--- config.mk ---
export PLATFORM = sky130hd
export DESIGN_NAME = bios_boot_watchdog
export DESIGN_NICKNAME = d
export VERILOG_FILES = /design/src/rtl/bios_wdt_pkg.sv /design/src/rtl/bios_boot_watchdog_tick_prescaler.sv /design/src/rtl/bios_boot_watchdog.sv
export SDC_FILE = /design/constraint.sdc
export NUM_CORES = 1
export LEC_CHECK = 0
export CORE_MARGIN = 3
export CORE_UTILIZATION = 50
export DETAILED_ROUTE_END_ITERATION = 8
export PLACE_DENSITY_LB_ADDON = 0.3
export SLEW_MARGIN = 20
export SYNTH_ARGS = -nofsm -noshare
export SYNTH_HDL_FRONTEND = slang
export SYNTH_SLANG_ARGS = --single-unit
--- constraint.sdc ---
create_clock -name Clk -period 3.6 [get_ports Clk]
set_input_delay 0.9 -clock Clk [delete_from_list [all_inputs] [get_ports Clk]]
set_output_delay 0.9 -clock Clk [all_outputs]
set_load 0.01 [all_outputs]
--- src/rtl/bios_wdt_pkg.sv ---
`timescale 1ns/1ps
// -----------------------------------------------------------------------------
// bios_wdt_pkg
// Shared definitions for the BIOS boot watchdog: FSM state encoding (also
// exported through the status register), counter widths, default timing
// values and a saturating increment helper for the boot timer.
// -----------------------------------------------------------------------------
package bios_wdt_pkg;

  localparam int TIMER_W          = 16;
  localparam int SWCNT_W          = 2;
  localparam int DEF_CLK_PER_TICK = 3300000;
  localparam int DEF_BOOT_TIMEOUT = 1500;

  // Encoding is visible to software through Wdt_State; do not renumber.
  typedef enum logic [2:0] {
    ST_OFF    = 3'd0,
    ST_HOLD   = 3'd1,
    ST_BOOT   = 3'd2,
    ST_DONE   = 3'd3,
    ST_SWITCH = 3'd4,
    ST_DEAD   = 3'd5
  } wdt_state_e;

  // Timer counts up and sticks at all-ones instead of wrapping back to zero.
  function automatic logic [TIMER_W-1:0] sat_inc(input logic [TIMER_W-1:0] v);
    if (v == {TIMER_W{1'b1}}) begin
      return v;
    end else begin
      return v + TIMER_W'(1);
    end
  endfunction

endpackage

--- src/rtl/bios_boot_watchdog_tick_prescaler.sv ---
`timescale 1ns/1ps
// -----------------------------------------------------------------------------
// tick_prescaler
// Free-running divider counting 0..CLK_PER_TICK-1. A registered one-cycle
// tick follows every wrap. A synchronous clear restarts the period so the
// first tick after a clear is a full period away.
// Ports:
//   clk  - system clock
//   rst  - synchronous reset, active high
//   clr  - synchronous restart of the period, active high
//   tick - one-cycle strobe, once per CLK_PER_TICK cycles
// -----------------------------------------------------------------------------
module tick_prescaler
  import bios_wdt_pkg::*;
#(
  parameter int CLK_PER_TICK = DEF_CLK_PER_TICK
) (
  input  logic clk,
  input  logic rst,
  input  logic clr,
  output logic tick
);

  localparam int               CNT_W    = (CLK_PER_TICK > 1) ? $clog2(CLK_PER_TICK) : 1;
  localparam logic [CNT_W-1:0] CNT_LAST = CNT_W'(CLK_PER_TICK - 1);

  logic [CNT_W-1:0] cnt_r;
  logic             tick_r;

  // Divider counter and registered wrap strobe.
  always_ff @(posedge clk) begin
    if (rst || clr) begin
      cnt_r  <= {CNT_W{1'b0}};
      tick_r <= 1'b0;
    end else if (cnt_r == CNT_LAST) begin
      cnt_r  <= {CNT_W{1'b0}};
      tick_r <= 1'b1;
    end else begin
      cnt_r  <= cnt_r + CNT_W'(1);
      tick_r <= 1'b0;
    end
  end

  assign tick = tick_r;

endmodule

--- src/rtl/bios_boot_watchdog.sv ---
`timescale 1ns/1ps
// -----------------------------------------------------------------------------
// bios_boot_watchdog
// Times each host boot from PCI reset release to POST complete. On timeout it
// marks the failing socket, points Next_Bios at the other socket and pulses
// a host reset request; once the switch budget is spent it parks in DEAD
// until power cycles.
// Ports:
//   Clk, Reset       - system clock, synchronous active-high reset
//   Pwr_ok           - main power good (synchronised); low forces OFF
//   PciReset         - 1 = host running, 0 = host held in PCI reset
//   Next_Bios_latch  - socket captured by chip-select logic at reset release
//   Bios_Done        - one-cycle POST-complete strobe
//   Sw_Sel_Wr/Sw_Sel - software write of the next socket
//   Wdt_En           - watchdog arm; low keeps the boot timer at zero
//   Active_Bios      - socket currently driving the SPI chip select
//   Next_Bios        - socket to use after the next PCI reset
//   Host_Rst_Req     - host reset request pulse
//   Boot_Fail        - sticky per-socket timeout flags
//   Wdt_State        - FSM state for the status register
// -----------------------------------------------------------------------------
module bios_boot_watchdog
  import bios_wdt_pkg::*;
#(
  parameter int CLK_PER_TICK = DEF_CLK_PER_TICK,
  parameter int BOOT_TIMEOUT = DEF_BOOT_TIMEOUT,
  parameter int MAX_SWITCH   = 1,
  parameter int RST_PULSE    = 1024
) (
  input  logic       Clk,
  input  logic       Reset,
  input  logic       Pwr_ok,
  input  logic       PciReset,
  input  logic       Next_Bios_latch,
  input  logic       Bios_Done,
  input  logic       Sw_Sel_Wr,
  input  logic       Sw_Sel,
  input  logic       Wdt_En,
  output logic       Active_Bios,
  output logic       Next_Bios,
  output logic       Host_Rst_Req,
  output logic [1:0] Boot_Fail,
  output logic [2:0] Wdt_State
);

  localparam int                 PULSE_W     = (RST_PULSE > 1) ? $clog2(RST_PULSE) : 1;
  localparam logic [PULSE_W-1:0] PULSE_LAST  = PULSE_W'(RST_PULSE - 1);
  localparam logic [TIMER_W-1:0] TIMEOUT_VAL = TIMER_W'(BOOT_TIMEOUT);
  localparam logic [SWCNT_W-1:0] SWCNT_MAX   = SWCNT_W'(MAX_SWITCH);

  wdt_state_e         state_r, state_s;
  logic               active_r, active_s;
  logic               next_r, next_s;
  logic [1:0]         fail_r, fail_s;
  logic [SWCNT_W-1:0] swcnt_r, swcnt_s;
  logic [TIMER_W-1:0] timer_r, timer_s;
  logic [PULSE_W-1:0] pulse_r, pulse_s;
  logic               host_r;
  logic               pci_q_r;
  logic               rise_d_r;
  logic               clr_s;
  logic               tick_s;
  logic               timeout_s;

  tick_prescaler #(
    .CLK_PER_TICK (CLK_PER_TICK)
  ) u_prescaler (
    .clk  (Clk),
    .rst  (Reset),
    .clr  (clr_s),
    .tick (tick_s)
  );

  assign timeout_s = Wdt_En && (timer_r >= TIMEOUT_VAL);

  // Next-state and next-register-value logic for the watchdog FSM.
  always_comb begin
    state_s  = state_r;
    active_s = active_r;
    fail_s   = fail_r;
    swcnt_s  = swcnt_r;
    timer_s  = timer_r;
    pulse_s  = pulse_r;
    clr_s    = 1'b0;
    // Software select first; a failover below overrides it on SWITCH entry.
    if (Sw_Sel_Wr && (state_r != ST_SWITCH) && (state_r != ST_DEAD)) begin
      next_s = Sw_Sel;
    end else begin
      next_s = next_r;
    end

    if (!Pwr_ok) begin
      state_s  = ST_OFF;
      active_s = 1'b0;
      next_s   = 1'b0;
      swcnt_s  = {SWCNT_W{1'b0}};
      timer_s  = {TIMER_W{1'b0}};
      pulse_s  = {PULSE_W{1'b0}};
    end else begin
      case (state_r)
        ST_OFF: begin
          state_s = ST_HOLD;
        end
        ST_HOLD: begin
          // rise_d_r is one cycle after the PciReset edge, so the latch has settled.
          if (rise_d_r) begin
            state_s  = ST_BOOT;
            active_s = Next_Bios_latch;
            timer_s  = {TIMER_W{1'b0}};
            clr_s    = 1'b1;
          end else begin
            state_s = ST_HOLD;
          end
        end
        ST_BOOT: begin
          if (!Wdt_En) begin
            timer_s = {TIMER_W{1'b0}};
          end else if (tick_s) begin
            timer_s = sat_inc(timer_r);
          end else begin
            timer_s = timer_r;
          end
          // POST complete beats a timeout seen in the same cycle.
          if (Bios_Done) begin
            state_s = ST_DONE;
          end else if (timeout_s) begin
            fail_s[active_r] = 1'b1;
            if (swcnt_r < SWCNT_MAX) begin
              state_s = ST_SWITCH;
              next_s  = ~active_r;
              swcnt_s = swcnt_r + SWCNT_W'(1);
              pulse_s = {PULSE_W{1'b0}};
            end else begin
              state_s = ST_DEAD;
            end
          end else if (!PciReset) begin
            state_s = ST_HOLD;
          end else begin
            state_s = ST_BOOT;
          end
        end
        ST_DONE: begin
          if (!PciReset) begin
            state_s = ST_HOLD;
          end else begin
            state_s = ST_DONE;
          end
        end
        ST_SWITCH: begin
          if (pulse_r == PULSE_LAST) begin
            state_s = ST_HOLD;
            pulse_s = {PULSE_W{1'b0}};
          end else begin
            state_s = ST_SWITCH;
            pulse_s = pulse_r + PULSE_W'(1);
          end
        end
        ST_DEAD: begin
          // Socket still follows the chip-select latch, but no timing here.
          if (rise_d_r) begin
            active_s = Next_Bios_latch;
          end else begin
            active_s = active_r;
          end
        end
        default: begin
          state_s = ST_OFF;
        end
      endcase
    end
  end

  // State and output registers; Boot_Fail survives power loss, only Reset clears it.
  always_ff @(posedge Clk) begin
    if (Reset) begin
      state_r  <= ST_OFF;
      active_r <= 1'b0;
      next_r   <= 1'b0;
      fail_r   <= 2'b00;
      swcnt_r  <= {SWCNT_W{1'b0}};
      timer_r  <= {TIMER_W{1'b0}};
      pulse_r  <= {PULSE_W{1'b0}};
      host_r   <= 1'b0;
      pci_q_r  <= 1'b0;
      rise_d_r <= 1'b0;
    end else begin
      state_r  <= state_s;
      active_r <= active_s;
      next_r   <= next_s;
      fail_r   <= fail_s;
      swcnt_r  <= swcnt_s;
      timer_r  <= timer_s;
      pulse_r  <= pulse_s;
      host_r   <= (state_s == ST_SWITCH);
      pci_q_r  <= PciReset;
      rise_d_r <= PciReset & ~pci_q_r;
    end
  end

  assign Active_Bios  = active_r;
  assign Next_Bios    = next_r;
  assign Host_Rst_Req = host_r;
  assign Boot_Fail    = fail_r;
  assign Wdt_State    = state_r;

endmodule

==> results of run 1 <==
## metrics by stage
step                cell area, um2  hold slack, ns  total power [mW]    util
floorplan                     3055          0.3674            0.7269       -
global placement              3242          0.3711            0.7467  0.5678
detailed placement            3242          0.3827            0.7478  0.5678
CTS                           3481          0.3878             1.486  0.6097
global route                  3490          0.4123             1.522  0.6112
finish                        3490          0.3844             1.469  0.6112
## report_power, final
part	leakage (nW)	internal, mW	switching [mW]
registers	0.493	0.680	0.00610
clock network	0.116	0.460	0.277
logic	0.494	0.0204	0.0260
## cells in the final DEF, fill, tap and decap left out, types with 3 or more instances in the layout
| cell | synthesis | routed |
|---|---|---|
| sky130_fd_sc_hd__and4_1 | 3 | 3 |
| sky130_fd_sc_hd__nand3_1 | 23 | 23 |
| sky130_fd_sc_hd__ha_1 | 5 | 5 |
| sky130_fd_sc_hd__xnor2_1 | 13 | 13 |
| sky130_fd_sc_hd__a21oi_1 | 27 | 27 |
| sky130_fd_sc_hd__clkbuf_8 | 0 | 9 |
| sky130_fd_sc_hd__nor2_1 | 37 | 37 |
| sky130_fd_sc_hd__o21ai_0 | 3 | 3 |
| sky130_fd_sc_hd__or3_1 | 7 | 7 |
| sky130_fd_sc_hd__inv_1 | 13 | 13 |
| sky130_fd_sc_hd__bufinv_16 | 0 | 3 |
| sky130_fd_sc_hd__dfxtp_1 | 61 | 61 |
| sky130_fd_sc_hd__o21ai_1 | 8 | 8 |
| sky130_fd_sc_hd__and3_1 | 10 | 10 |
| sky130_fd_sc_hd__nand2b_1 | 5 | 5 |
| sky130_fd_sc_hd__nor4_1 | 5 | 5 |
| sky130_fd_sc_hd__nand2_1 | 28 | 28 |
| sky130_fd_sc_hd__mux2i_1 | 4 | 4 |
| sky130_fd_sc_hd__xor2_1 | 9 | 9 |
| sky130_fd_sc_hd__nand4_1 | 9 | 9 |
| sky130_fd_sc_hd__o31ai_1 | 14 | 14 |
| sky130_fd_sc_hd__clkdlybuf4s50_1 | 0 | 16 |
| sky130_fd_sc_hd__nor3_1 | 9 | 9 |
| sky130_fd_sc_hd__nor2b_1 | 4 | 4 |
| sky130_fd_sc_hd__or4_1 | 15 | 15 |
## flip-flops by register name, summed over array words and instances (netlist names)
register	flops
Wdt_State	3
Host_Rst_Req	1
timer_r	16
Boot_Fail	2
pulse_r	10
swcnt_r	2
u_prescaler.tick	1
pci_q_r	1
Next_Bios	1
rise_d_r	1
Active_Bios	1
u_prescaler.cnt_r	22
## cell type report
cell class / count / share of cell area
well taps: 72 / 0.02582
flip-flops and latches: 61 / 0.3499
clock buffers: 10 / 0.03657
inverters: 13 / 0.01398
clock inverters: 6 / 0.03191
multi-input cells: 272 / 0.4916
repair buffers: 18 / 0.05020
## worst paths after layout
check | slack (ns) | cells past startpoint | endpoint | startpoint
worst min register to register | 0.38 | 1 | rise_d_r | pci_q_r
worst max register to register | 1.32 | 5 | pulse_r[9] | Wdt_State[1]
worst max-delay path | 0.75 | 6 | pulse_r[9] | Bios_Done
worst min-delay path | 0.38 | 1 | rise_d_r | pci_q_r
## Yosys cell counts (all sizes together), types with 7 or more instances
| master | instances | area, um2 |
|---|---|---|
| buf | 8 | 60.05 |
| nand4 | 11 | 90.08 |
| xnor2 | 13 | 113.9 |
| or3 | 7 | 43.79 |
| o31ai | 15 | 117.6 |
| dfxtp | 61 | 1221 |
| o21ai | 11 | 55.05 |
| xor2 | 9 | 78.83 |
| inv | 13 | 48.80 |
| and3 | 10 | 62.56 |
| nand3 | 23 | 115.1 |
| nor3 | 10 | 55.05 |
| nand2 | 28 | 105.1 |
| nor2 | 37 | 138.9 |
| or4 | 15 | 112.6 |
| a21oi | 29 | 160.2 |
## worst max-delay path, delay by kind of cell
kind / cells / cell delay [ns]
buffers and inverters: 1 / 0.48
AO/OA/AOI/OAI: 2 / 0.40
AND/OR/NAND/NOR: 3 / 1.33
## cell families after synthesis
group | share of synthesized area
simple gates | 0.2993
compound gates | 0.1589
flops | 0.3997
buf+inv | 0.04177
xor+xnor | 0.06306
mux | 0.01679
fa+ha+maj | 0.02048
## per-layer routing
metal,wire length [um],GRT usage
met4,92,0.07018
met5,0,0
met3,356,0.06575
met2,2973,0.3020
met1,2944,0.2289
==> impl_metrics.ini, run 1 <==
[final_layout]
n_fill_cell = 489
final-seq-area_um2 = 1221
fin_cells = 452
finish.net_count = 389
multi_input_comb_area_um2 = 1715
area_growth_syn_to_layout_pct = 14.21
antenna_cells = 0
drive_gt1_frac = 0.07368

[logic_synthesis]
postSynthCellCount = 359
synth_seq_area_share = 0.3997
synth_edf_count = 0
avgSynthCellArea_um2 = 8.511
synth-warning-count = 0
postSynth.asyncResetShare = 0
netlist-cell-type-count = 55
synth-seq-cells = 61
synth.cell_area_um2 = 3055
synth_ff_type = sky130_fd_sc_hd__dfxtp_1
synth_fp_nets = 373

[placed_design]
numPlacedInstances = 436
globalplace.congestion = 0.8406
count_of_port_buffers_added_during_placement = 16
place_worst_setup_slack_ns = 0.4109
detailed_place_hpwl_mm = 4.468

[clock_tree]
numClockSinks = 61
cts.hold.buffers_added = 0
tritoncts = built
cts_max_path_buffers = 2
clock_buffer_count_from_cts = 9
cts_h_tree_depth = 3
post_cts.resized_instances = 0
cts.clk_slew.worst_paths_ns = 0.07
post_cts.repair.setup_buffers = 0
clock-root-buffer = sky130_fd_sc_hd__clkbuf_8
worstSkewPairLatency_ns = 0.34

[worst_setup_path]
crit_path_kind = primary input to flop
timing.critical_path.from_type = primary input
slowest_stage = sky130_fd_sc_hd__nor4_1
crit_path_cell_trace = clkdlybuf4s50_1 -> nand2b_1 -> nor4_1 -> o31ai_4 -> or4_1 -> a21oi_1
timing.critical_path.fanout_max = 19
slowest_delay_ns = 0.63
timing.critical_path.required_ns = 3.86
worstPathArrival_ns = 3.11
end_kind = flop

[drt]
detail_route.first_pass.iterations = 4
drt-wirelength-per-cell_um = 14.08
remaining_drc_errors = 0
route.detailed.vias_per_inst = 5.863
dr.first_iter.drc_count = 186
routed_wl_mm = 6.366
ant_nets = 0
num_vias = 2650

[timing]
grt_setup_unrepaired = no
period_minus_slack_ns = 2.848
fin_skew_ns = 0.01178
max_slew_margin = 0.3501
timing.final.crit_share = 0.7912
report.final.slew_viol_count = 0
setup_total_negative_slack_ns = 0
max_slew.worst_pin.slew_ns = 0.9713
finalSetupViolCount = 0
max_clock_freq_mhz = 351.1
final_critical_path_setup_slack_ns = 0.7518
hold_viol = 0

[pwr]
static-leakage-power_nw = 1.103
power_per_cell_area_nw_per_um2 = 420.9
vdd.ir_drop.worst_mv = 0.2597

[grt]
grt_pass1_wl_mm = 10.96
number_of_global_route_vias_before_repair = 2479
grt_max_degree = 22
antenna_found_initial = 0
grtUsageTotal = 0.1868
grt.overflow.total = 0

[hold_path]
min_path_type = flop to flop

[floorplanning]
die_w_um = 84.17
die_height_um = 84.17
coreArea_um2 = 5709
initial_util = 0.5352
fp.dieArea_um2 = 7085
core.rowCount = 27
io-pin-count = 17

[job]
maxCapViolCount = 0

[status]
run_status = complete, no violations
No activity file was read; power rests on OpenSTA's default activity.
==> run 2: changes to the inputs <==
==> constraint.sdc (replaced) <==
create_clock -name Clk -period 2.95 [get_ports Clk]
set_input_delay 0.7375 -clock Clk [delete_from_list [all_inputs] [get_ports Clk]]
set_output_delay 0.7375 -clock Clk [all_outputs]
set_load 0.01 [all_outputs]
==> run 2 against run 1 <==
  * Sequential cell count did not move
  * Critical path depth did not move
  * Final area fell by 1.0%
  * Non-clock buffer count rose by 5
  * Total power rose by 6.0%
==> impl_metrics.ini, run 2 (synthesized netlist as in run 1, its figures left out) <==
[worst_setup_path]
critical_path.n_buffers_inverters = 1
worstReg2RegStart = u_prescaler.cnt_r[0]
timing.critical_path.required_ns = 3.22
slowest_stage = sky130_fd_sc_hd__or4_1
end_kind = flop
slowest_delay_ns = 0.56
critical_path.startpoint = Wdt_En
crit_path_cell_trace = clkdlybuf4s50_1 -> or3b_4 -> a21oi_4 -> nor2_1 -> or4_1 -> a21oi_1
cpLargestDelayFamily = simple AND/OR/NAND/NOR gates
worstPathArrival_ns = 2.80
crit_path_kind = primary input to flop
timing.critical_path.from_type = primary input
timing.critical_path.fanout_max = 18

[floorplanning]
coreArea_um2 = 5709
fp.dieArea_um2 = 7085
die_height_um = 84.17
core.rowCount = 27
die_w_um = 84.17
io-pin-count = 17
initial_util = 0.5352

[placed_design]
place_worst_setup_slack_ns = 0.1301
numPlacedInstances = 441
count_of_port_buffers_added_during_placement = 16
detailed_place_hpwl_mm = 4.582
globalplace.congestion = 0.8330

[clock_tree]
worstSkewPairLatency_ns = 0.34
cts_max_path_buffers = 2
clock-root-buffer = sky130_fd_sc_hd__clkbuf_8
post_cts.resized_instances = 0
numClockSinks = 61
cts.clk_slew.worst_paths_ns = 0.07
cts.hold.buffers_added = 0
cts_h_tree_depth = 3
post_cts.repair.setup_buffers = 0
clock_buffer_count_from_cts = 9
tritoncts = built

[drt]
num_vias = 2671
route.detailed.vias_per_inst = 5.845
routed_wl_mm = 6.452
drt-wirelength-per-cell_um = 14.12
ant_nets = 0
dr.first_iter.drc_count = 177
detail_route.first_pass.iterations = 4
remaining_drc_errors = 0

[final_layout]
drive_gt1_frac = 0.08831
n_fill_cell = 537
finish.net_count = 394
utilization = 0.6051
area_growth_syn_to_layout_pct = 13.06
register_with_the_most_flip_flops = u_prescaler.cnt_r
antenna_cells = 0
final_cell_mix = sky130_fd_sc_hd__dfxtp_1 (61), sky130_fd_sc_hd__nor2_1 (37), sky130_fd_sc_hd__nand2_1 (28)
fin_cells = 457
final_common_cell = sky130_fd_sc_hd__dfxtp_1
largest_register_ffs = 22
largestRegisters = u_prescaler.cnt_r (22), timer_r (16), pulse_r (10)

[pwr]
vdd.ir_drop.worst_mv = 0.2830
static-leakage-power_nw = 1.096
power_per_cell_area_nw_per_um2 = 450.8

[grt]
grt.overflow.total = 0
grt_max_degree = 22
grtUsageTotal = 0.1855
number_of_global_route_vias_before_repair = 2498
grt_pass1_wl_mm = 10.98
antenna_found_initial = 0

[timing]
report.final.slew_viol_count = 0
grt_setup_unrepaired = no
setup_total_negative_slack_ns = 0
max_slew_margin = 0.3621
final_critical_path_setup_slack_ns = 0.4218
hold_viol = 0
hold_ws_ns = 0.3915
max_clock_freq_mhz = 395.5
period_minus_slack_ns = 2.528
fin_skew_ns = 0.008368
timing.final.crit_share = 0.8570
max_slew.worst_pin.slew_ns = 0.9533
finalSetupViolCount = 0

[status]
run_status = complete, no violations

[hold_path]
min_from = pci_q_r
min_path_type = flop to flop

[job]
maxCapViolCount = 0
[run 2: final cells by class]
| class | instances | area, um2 | area share |
|---|---|---|---|
| clock buffers | 9 | 123.9 | 0.03586 |
| clock inverters | 7 | 51.30 | 0.01485 |
| inverters | 13 | 48.80 | 0.01413 |
| multi-input cells | 272 | 1707 | 0.4940 |
| flip-flops and latches | 61 | 1221 | 0.3535 |
| well taps | 72 | 90.09 | 0.02608 |
| repair buffers | 23 | 212.7 | 0.06157 |
[run 2: stage by stage]
step	power, mW	area, um2
4_1_cts	1.571	3455
3_5_place_dp	0.9138	3279
3_3_place_gp	0.9124	3279
6_report	1.557	3455
2_1_floorplan	0.8871	3055
5_1_grt	1.606	3455
[run 2: worst paths after layout]
path	endpoint	depth (start not counted)	slack, ns
setup reg to reg	u_prescaler.cnt_r[12]	5	0.71
hold / removal	rise_d_r	1	0.39
hold reg to reg	rise_d_r	1	0.39
setup / recovery	timer_r[15]	6	0.42
[run 2: routing by layer]
metal	wire length (um)	vias up	share of wire	GRT usage
met5	0	-	0	0
met4	75	0	0.012	0.07310
met3	246	7	0.038	0.03729
met2	3075	41	0.48	0.3142
met1	3054	1260	0.47	0.2309
li1	-	1363	-	-
[run 2: where the power goes]
part / switching [mW] / internal, mW / leakage [nW]
registers: 0.00785 / 0.830 / 0.493
logic: 0.0324 / 0.0253 / 0.518
clock network: 0.355 / 0.307 / 0.0856
total: 0.396 / 1.16 / 1.10
==> run 3: changes to the inputs <==
--- a/config.mk
+++ b/config.mk
@@ -5,9 +5,11 @@
 export SDC_FILE = /design/constraint.sdc
 export NUM_CORES = 1
 export LEC_CHECK = 0
+export CAP_MARGIN = 20
 export CORE_MARGIN = 3
 export CORE_UTILIZATION = 50
 export DETAILED_ROUTE_END_ITERATION = 8
+export HOLD_SLACK_MARGIN = 0.03
 export PLACE_DENSITY_LB_ADDON = 0.3
 export SLEW_MARGIN = 20
 export SYNTH_ARGS = -nofsm -noshare
==> results of run 3 <==
Same layout as run 2: the final DEF is identical, and so are final timing and power.
